File: src/rtl/wb_arbiter.sv
//------------------------------------------------------------------------------
// Module   : wb_arbiter
// Brief    : Register-file write-port arbiter between the writeback stage and
//            an out-of-order long-latency unit, with a pending scoreboard that
//            stalls decode on hazards and a starvation-driven writeback steal.
// Revision : 1.0 - initial release
//------------------------------------------------------------------------------
`default_nettype none

module wb_arbiter #(
  parameter int MAX_WAIT = 4
) (
  input  logic        clk,
  input  logic        reset_n,
  input  logic        pipe_write,
  input  logic [4:0]  pipe_waddr,
  input  logic [31:0] pipe_wdata,
  input  logic        lu_issue,
  input  logic [4:0]  lu_issue_waddr,
  input  logic        lu_valid,
  input  logic [4:0]  lu_waddr,
  input  logic [31:0] lu_wdata,
  output logic        lu_ready,
  input  logic [4:0]  dec_raddr1,
  input  logic [4:0]  dec_raddr2,
  input  logic        dec_write,
  input  logic [4:0]  dec_waddr,
  output logic        stall,
  output logic        wb_bubble,
  output logic        reg_write,
  output logic [4:0]  reg_waddr,
  output logic [31:0] reg_wdata
);

  localparam logic [1:0] c_st_idle  = 2'd0;
  localparam logic [1:0] c_st_wait  = 2'd1;
  localparam logic [1:0] c_st_steal = 2'd2;

  localparam logic [3:0] c_max_wait = 4'(MAX_WAIT);

  logic [31:0] r_pending;
  logic [31:0] w_pending_nxt;
  logic [3:0]  r_cnt;
  logic [3:0]  w_cnt_nxt;
  logic [3:0]  w_cnt_inc;
  logic [1:0]  r_state;
  logic [1:0]  w_state_nxt;
  logic        w_lu_starved;
  logic        w_hazard;

  // Register 0 is never pending, so bit 0 of the scoreboard is held at zero.
  function automatic logic pend(input logic [31:0] sb, input logic [4:0] a);
    return (a != 5'd0) && sb[a];
  endfunction

  // Pipeline always wins the port; the long unit only gets an idle slot.
  always_comb begin
    lu_ready  = 1'b0;
    reg_write = 1'b0;
    reg_waddr = 5'd0;
    reg_wdata = 32'd0;
    if (pipe_write) begin
      reg_write = (pipe_waddr != 5'd0);
      reg_waddr = pipe_waddr;
      reg_wdata = pipe_wdata;
    end else if (lu_valid) begin
      lu_ready  = 1'b1;
      reg_write = (lu_waddr != 5'd0);
      reg_waddr = lu_waddr;
      reg_wdata = lu_wdata;
    end
  end

  assign w_hazard = pend(r_pending, dec_raddr1)
                  | pend(r_pending, dec_raddr2)
                  | (dec_write & pend(r_pending, dec_waddr))
                  | (lu_issue & pend(r_pending, lu_issue_waddr));

  assign stall     = w_hazard | (r_state == c_st_steal);
  assign wb_bubble = (r_state == c_st_steal);

  // Set is applied after clear so a same-address issue in the ack cycle wins.
  always_comb begin
    w_pending_nxt = r_pending;
    if (lu_valid && lu_ready) begin
      w_pending_nxt[lu_waddr] = 1'b0;
    end
    if (lu_issue && !stall && (lu_issue_waddr != 5'd0)) begin
      w_pending_nxt[lu_issue_waddr] = 1'b1;
    end
    w_pending_nxt[0] = 1'b0;
  end

  assign w_lu_starved = lu_valid & ~lu_ready;
  assign w_cnt_inc    = r_cnt + 4'd1;

  always_comb begin
    w_state_nxt = r_state;
    w_cnt_nxt   = r_cnt;
    case (r_state)
      c_st_idle: begin
        if (w_lu_starved) begin
          w_state_nxt = c_st_wait;
          w_cnt_nxt   = 4'd1;
        end
      end
      c_st_wait: begin
        if (!w_lu_starved) begin
          w_state_nxt = c_st_idle;
          w_cnt_nxt   = 4'd0;
        end else begin
          w_cnt_nxt = w_cnt_inc;
          if (w_cnt_inc >= c_max_wait) begin
            w_state_nxt = c_st_steal;
          end
        end
      end
      c_st_steal: begin
        if (!w_lu_starved) begin
          w_state_nxt = c_st_idle;
          w_cnt_nxt   = 4'd0;
        end
      end
      default: begin
        w_state_nxt = c_st_idle;
        w_cnt_nxt   = 4'd0;
      end
    endcase
  end

  always_ff @(posedge clk or negedge reset_n) begin
    if (!reset_n) begin
      r_pending <= 32'd0;
      r_cnt     <= 4'd0;
      r_state   <= c_st_idle;
    end else begin
      r_pending <= w_pending_nxt;
      r_cnt     <= w_cnt_nxt;
      r_state   <= w_state_nxt;
    end
  end

endmodule

`default_nettype wire

File: config.mk
export PLATFORM = sky130hd
export DESIGN_NAME = wb_arbiter
export DESIGN_NICKNAME = d
export VERILOG_FILES = /design/src/rtl/wb_arbiter.sv
export SDC_FILE = /design/constraint.sdc
export NUM_CORES = 1
export LEC_CHECK = 0
export ABC_AREA = 1
export BUFFER_PORTS_ARGS = -buffer_cell sky130_fd_sc_hd__buf_4
export CAP_MARGIN = 20
export CORE_MARGIN = 5
export CORE_UTILIZATION = 35
export CTS_CLUSTER_DIAMETER = 100
export DETAILED_ROUTE_END_ITERATION = 16
export GPL_ROUTABILITY_DRIVEN = 0
export GPL_TIMING_DRIVEN = 0
export MAX_ROUTING_LAYER = met4
export PLACE_DENSITY_LB_ADDON = 0.05
export SLEW_MARGIN = 40
export SYNTH_ARGS = -nofsm -noshare
export SYNTH_HDL_FRONTEND = slang
export SYNTH_SLANG_ARGS = --single-unit
export TNS_END_PERCENT = 1
File: constraint.sdc
create_clock -name clk -period 1.6 [get_ports clk]
set_clock_uncertainty 0.05 [all_clocks]
set_input_delay 0.08 -clock clk [delete_from_list [all_inputs] [get_ports clk]]
set_output_delay 0.08 -clock clk [all_outputs]
set_load 0.02 [all_outputs]
==> summary.txt, run 1 <==
Run status
  – Status: finished with violations
  – Failing checks: setup timing

Setup path
  – Crit path max fanout: 10
  – Last element of the critical path: stall
  – Length in cells of the worst reg-to-reg path: 17
  – Critical path class: reg2out
  – Critical Path Source: r_pending[31]
  – Crit end category: output pin
  – Req. time, crit path: 1.47 ns
  – Crit path DAT: 1.96 ns
  – Reg2Reg Setup Slack: -0.37 ns
  – Worst Setup Start Kind: flip-flop
  – Worst reg2reg path startpoint: r_pending[22]
  – Worst r2r dst: r_pending[19]

Synth
  – Synth cell count leaders: 208 x nand2_1, 70 x inv_1, 60 x nand3_1
  – Main synth FF type: dfrtp_1
  – Largest family of logic cells by synthesized area: simple AND/OR/NAND/NOR gates
  – Most common cell in the netlist: nand2_1
  – Post-synth top area share: 0.243
  – Cell area after synthesis: 3820 um^2
  – Synth Warn #: 0
  – Simple-Gate Fraction of Synth Area: 0.413
  – Syn nets: 728
  – Sequential element share of the synthesized area: 0.243
  – #FFs+latches synth: 37
  – Mapped Avg Cell Area: 6.09 um^2
  – Post-Synth XOR/XNOR Area: 0.00459
  – Number of flops mapped to enable cells by yosys: 0
  – Post-synth cell types: 36
  – Synthesized netlist cell count: 627
  – Mux share of post-synthesis cell area: 0
  – Synth Area in Compound Gates: 0.192
  – FFs w/ async S/R, synth: 1.00
  – Adder-cell share of the synthesized area: 0.00328
  – Synth top area cells: dfrtp_1 24%, nand2_1 20%, nand3_1 7.9%
  – Leading area contributor after synthesis: dfrtp_1

Global routing
  – Initial antenna violation count: 0
  – Vias in the first global route: 4625
  – Grt total ovfl: 0
  – Largest net degree at the start of global routing: 38
  – First-pass GRT wire length: 24600 um
  – Total GRT Usage: 0.246

Power and ir drop
  – Net Sw Power: 1.76 mW
  – P_leak: 2.73 nW
  – Clk pwr share: 0.207
  – PwrDens: 792 nW/um^2
  – P_int: 2.35 mW
  – Peak supply drop: 0.000541 V
  – Reg power frac: 0.363
  – Logic pwr share: 0.430
  – Switching fraction of total power: 0.429

Drt
  – Post-route DRC: 0
  – Vias/cell: 5.35
  – Drt initial violations: 430
  – ANT nets after route: 0
  – Routed length per instance: 17.3 um
  – DR pass1 iterations: 6
  – Via count: 4886
  – Post-Route WL: 15800 um

STA
  – Period utilization: 1.31
  – Rel. slew slack: 0.668
  – Setup-failing EPs final: 32
  – Final worst slack: -0.489 ns
  – RSZ-0062 raised after global routing: true
  – Maximum clock frequency: 479 MHz
  – Fin. Hold Viols: 0
  – Final Max Slew Viols: 0
  – Worst Tran Pin Value: 0.499 ns
  – Worst hold slack: 0.0632 ns
  – Fin crit period: 2.09 ns

CTS
  – Worst skew pair latency: 0.31 ns
  – CTS Sinks: 37
  – CTS buffer count: 5
  – Clk root buf: clkbuf_8
  – Clk slew on worst S/H paths: 0.08 ns
  – Clock Path Buffers: 2
  – TritonCTS clock tree: yes
  – CTS HTree Levels: 2

Final layout
  – Post-layout util: 0.483
  – Fin nets: 873
  – Fraction of layout cells with a size suffix above 1: 0.273
  – Area Growth Syn to Fin: 35.9%
  – # diodes: 0
  – Layout fillers: 1147

Floorplanning
  – Row Count: 38
  – Initial core utilization: 0.355
  – Die H: 114 um
  – Core area: 10700 um^2
  – Die W: 114 um
  – I/O Pins: 141
  – Die area: 13100 um^2

Min path
  – Hold/Removal Path Class: in2reg

Place
  – DP HPWL: 12500 um
  – Input/output buffers: 134

Flow run
  – Maxcap violations: 0
[cells in the final DEF (no fill, tap or decap), types with 2 or more instances in the layout]
| cell type | instances |
|---|---|
| a21oi_1 | 12 |
| a22o_1 | 33 |
| buf_2 | 4 |
| buf_4 | 141 |
| buf_6 | 9 |
| buf_8 | 4 |
| clkbuf_1 | 4 |
| clkbuf_2 | 2 |
| clkbuf_4 | 2 |
| clkbuf_8 | 6 |
| dfrtp_1 | 24 |
| dfrtp_2 | 13 |
| inv_1 | 61 |
| inv_2 | 14 |
| nand2_1 | 205 |
| nand2_2 | 6 |
| nand2_4 | 2 |
| nand3_1 | 60 |
| nand4_1 | 33 |
| nor2_1 | 43 |
| nor2_2 | 2 |
| nor3_1 | 9 |
| o211ai_1 | 6 |
| o21ai_0 | 54 |
| o21ai_1 | 5 |
| o22ai_1 | 2 |
[power groups by stage]
stage          Sequential (mW)  Clock (mW)  Combinational (mW)
6_report                  1.49       0.852                1.77
5_1_grt                   1.51       0.900                1.96
4_1_cts                   1.47       0.866                1.74
3_5_place_dp              1.47           0                1.70
3_3_place_gp              1.46           0                1.69
2_1_floorplan             1.27           0                1.09
[area by class of cell]
| class | count | area [um^2] | area share |
|---|---|---|---|
| plain buffers | 31 | 265 | 0.0511 |
| well taps | 140 | 175 | 0.0338 |
| multi-input cells | 482 | 2350 | 0.454 |
| clock inverters | 3 | 46.3 | 0.00893 |
| flip-flops and latches | 37 | 942 | 0.182 |
| inverters | 77 | 294 | 0.0567 |
| clock buffers | 5 | 68.8 | 0.0133 |
| repair buffers | 138 | 1040 | 0.201 |
[flip-flops by register name (all words and copies together), names as in the netlist]
register / flops
r_pending: 31
r_cnt: 4
r_state: 2
[worst min-delay path by stage]
| stage | slack [ns] | end | start | cells past startpoint |
|---|---|---|---|---|
| after floorplan | -0.27 | r_cnt[0] | reset_n | 0 |
| after global placement | 0.03 | r_pending[23] | reset_n | 1 |
| after detailed placement | 0.03 | r_pending[23] | reset_n | 1 |
| after CTS | 0.06 | r_state[1] | lu_valid | 3 |
| after global routing | 0.09 | r_state[1] | lu_valid | 3 |
| final | 0.06 | r_state[1] | lu_valid | 3 |
[what timing repair did]
action	CTS	global route
cloned	0	0
endpoints found under the setup margin	32	61
setup buffers	2	1
resized for setup	21	11
hold buffers	1	0
pin swaps	7	4
endpoints found under the hold margin	37	0
[critical path: stages (launching register included)]
cell      delay (ns)
dfrtp_1         0.42
inv_1           0.12
nand2_1         0.06
o211ai_1        0.09
nand3_1         0.12
nand3_1         0.09
nand3_1         0.08
nand2_1         0.07
nand2_1         0.05
nand2_2         0.14
clkbuf_8        0.21
nand2_2         0.07
buf_6           0.13
[kinds of logic (layout without fill, tap and decap cells)]
logic type | Yosys count | after routing
AND/OR/NAND/NOR | 363 | 363
adder cells (fa/ha/maj) | 1 | 1
XOR/XNOR | 2 | 2
flip-flops | 37 | 37
buffers and inverters | 108 | 254
AO/OA/AOI/OAI | 116 | 116
[routing by layer]
metal	GRT usage	wire length, um	vias up
met5	-	0	-
met4	0.0776	427	0
met3	0.0301	1050	32
met2	0.379	7500	215
met1	0.336	6830	2257
li1	-	-	2382
[per-stage QoR]
stage	setup TNS (ns)	instance area [um^2]	total power, mW	worst slack [ns]	cells
finish	-9.29	5190	4.11	-0.489	913
global route	-14.90	5190	4.37	-0.593	913
CTS	-9.15	5170	4.08	-0.463	912
detailed placement	-7.90	5000	3.17	-0.335	901
global placement	-8.18	5000	3.15	-0.352	901
floorplan	0	3820	2.36	0.0830	627
No activity file was read; power rests on OpenSTA's default activity.
==> run 2, diff against run 1 <==
Settings changed: SETUP_SLACK_MARGIN set to 0.2.
==> run 2 against run 1 <==
The run still ends with setup timing left. Die area unchanged. Total power down 4.1%. Sequential cell count unchanged. Cell count unchanged. Wire length grew 0.92%. Setup slack gained 0.046 ns. Fmax rose by 2.3%. Global-route usage decreased by 0.28 points. Register-to-register slack barely moved. Sequential power is essentially flat. Clock power is 20% lower. Via count is 1.5% lower. Critical path type unchanged.
==> summary.txt, run 2 (synthesis results as in run 1) <==
Final layout
  – # diodes: 0 (unchanged)
  – Largest register by flop count: r_pending
  – Fin nets: 873 (unchanged)
  – Fraction of layout cells with a size suffix above 1: 0.282 (+0.00906)
  – Most frequent cells in the layout: 203 x nand2_1, 141 x buf_4, 60 x inv_1
  – Area of the multi-input gates: 2370 um^2 (+0.64%)
  – Area Growth Syn to Fin: 35.6%
  – Commonest non-fill, non-tap cell in the layout: nand2_1
  – Post-layout util: 0.482 (-0.000931)
  – Max reg flops: 31 (unchanged)
  – Sequential cell area: 940 um^2 (-0.27%)
  – Largest regs: r_pending x31, r_cnt x4, r_state x2
  – Layout fillers: 1144 (-0.26%)

Place
  – DP HPWL: 12600 um (+1.3%)
  – Pre-CTS WS: -0.321 ns (+0.0135 ns)
  – Input/output buffers: 134 (unchanged)

Floorplanning
  – I/O Pins: 141 (unchanged)
  – Row Count: 38 (unchanged)
  – Core area: 10700 um^2 (unchanged)
  – Die W: 114 um (unchanged)
  – Die area: 13100 um^2 (unchanged)
  – Initial core utilization: 0.355 (unchanged)
  – Die H: 114 um (unchanged)

STA
  – Setup-failing EPs final: 32 (unchanged)
  – Worst Tran Pin Value: 0.506 ns (+0.00746 ns)
  – Maximum clock frequency: 490 MHz (+2.3%)
  – Period utilization: 1.28 (-0.0290)
  – Fin. Hold Viols: 0 (unchanged)
  – Rel. slew slack: 0.663 (-0.00498)
  – Fin crit period: 2.04 ns (-0.0464 ns)
  – Worst hold slack: 0.0703 ns (+0.00710 ns)
  – Final worst slack: -0.443 ns (+0.0464 ns)
  – RSZ-0062 raised after global routing: true
  – Final Max Slew Viols: 0 (unchanged)

CTS
  – TritonCTS clock tree: yes
  – Clock Path Buffers: 2 (unchanged)
  – CTS buffer count: 5 (unchanged)
  – CTS HTree Levels: 2 (unchanged)
  – Clk slew on worst S/H paths: 0.08 ns (about the same)
  – CTS Sinks: 37 (unchanged)
  – Worst skew pair latency: 0.30 ns (about the same)
  – Clk root buf: clkbuf_8

Setup path
  – Crit end category: output pin
  – Most common cell on crit path: nand3_1
  – Slowest stage delay, CP: 0.44 ns (+0.02 ns)
  – Crit path DAT: 1.91 ns (-0.05 ns)
  – CP bufs+invs: 3 (unchanged)
  – Crit-path slowest cell: dfrtp_1
  – Worst Setup Start Kind: flip-flop
  – Req. time, crit path: 1.47 ns (about the same)
  – CP cell instances: inv_2, a21oi_1, o21ai_0, nand3_1, nand3_1, nand3_1, nand2_1, nand2_1, nand2_4, clkbuf_8, nand2_2, buf_6
  – Critical path class: reg2out
  – Crit path max-delay family: simple AND/OR/NAND/NOR gates
  – Crit path max fanout: 10 (unchanged)

Drt
  – DR pass1 iterations: 7 (+1)
  – Vias/cell: 5.27 (-1.5%)
  – Via count: 4812 (-1.5%)
  – ANT nets after route: 0 (unchanged)
  – Routed length per instance: 17.5 um (+0.92%)
  – Drt initial violations: 435 (+1.2%)
  – Post-Route WL: 16000 um (+0.92%)
  – Post-route DRC: 0 (unchanged)

Global routing
  – Vias in the first global route: 4695 (+1.5%)
  – Largest net degree at the start of global routing: 38 (unchanged)
  – M1 GR Usage: 0.322 (-0.0131)
  – Initial antenna violation count: 0 (unchanged)
  – GRT busiest layer: met2
  – Total GRT Usage: 0.243 (-0.00284)
  – Grt total ovfl: 0 (unchanged)
  – Routing usage on met3: 0.0407 (+0.0106)
  – First-pass GRT wire length: 24400 um (-0.81%)
  – Routing usage on met2: 0.388 (+0.00854)

Power and ir drop
  – PwrDens: 761 nW/um^2 (-3.9%)
  – Logic pwr share: 0.451 (+0.021)
  – P_leak: 2.75 nW (+0.60%)
  – Clk pwr share: 0.174 (-0.033)
  – Switching fraction of total power: 0.446 (+0.0171)
  – Peak supply drop: 0.000519 V (-3.9%)
  – Net Sw Power: 1.76 mW (-0.29%)
  – P_int: 2.18 mW (-7.0%)
  – Reg power frac: 0.375 (+0.012)

Run status
  – Failing checks: setup timing
  – Status: finished with violations

Flow run
  – Maxcap violations: 0 (unchanged)

Min path
  – Hold/Removal Path Class: in2reg
==> run 2: final timing paths <==
kind,startpoint,to,slack (ns),cells past startpoint
min in group asynchronous,reset_n,r_pending[6],0.23,2
max in group asynchronous,reset_n,r_pending[17],0.88,2
max reg2reg,r_pending[21],r_pending[19],-0.38,15
min reg2reg,r_cnt[2],r_cnt[2],0.48,2
max,r_pending[26],stall,-0.44,12
min,lu_valid,r_state[1],0.07,3
==> run 2: worst register-to-register path, delay by kind of cell (launching register included) <==
kind	cells	cell delay, ns
and+or+nand+nor	10	0.77
DFF	1	0.47
buffers and inverters	4	0.46
AOI/OAI and AO/OA	1	0.18
==> run 2: final cells by class <==
type,count,share of cell area
Multi-Input combinational cell,482,0.457
Timing Repair Buffer,138,0.201
Sequential cell,37,0.182
Inverter,77,0.0570
Buffer,31,0.0522
Tap cell,140,0.0338
Clock buffer,5,0.0133
Clock inverter,3,0.00338
==> run 2: stage by stage <==
step | cells | area [um^2] | setup TNS [ns] | total power [mW]
2_1_floorplan | 627 | 3820 | 0 | 2.37
3_3_place_gp | 901 | 5000 | -8.25 | 3.15
3_5_place_dp | 901 | 5000 | -7.96 | 3.16
4_1_cts | 912 | 5140 | -9.36 | 3.89
5_1_grt | 913 | 5180 | -13.76 | 4.21
6_report | 913 | 5180 | -9.45 | 3.94
==> run 2: timing repair <==
action	4_1_cts	5_1_grt
buffers inserted	2	1
hold endpoints to repair	37	0
resized for setup	21	17
hold buffers	1	0
pin swaps	3	10
cloned	0	0
setup endpoints to repair	64	61
==> run 2: metal layers <==
metal  share of wire  vias to the layer above
met5               0                        -
met4           0.018                        0
met3           0.071                       24
met2            0.49                      180
met1            0.42                     2228
li1                -                     2380
==> run 2: power groups by stage <==
stage | registers (mW) | logic (mW) | clock network, mW
floorplan | 1.27 | 1.09 | 0
global placement | 1.46 | 1.69 | 0
detailed placement | 1.46 | 1.71 | 0
CTS | 1.45 | 1.75 | 0.691
global route | 1.49 | 1.98 | 0.746
finish | 1.48 | 1.78 | 0.684
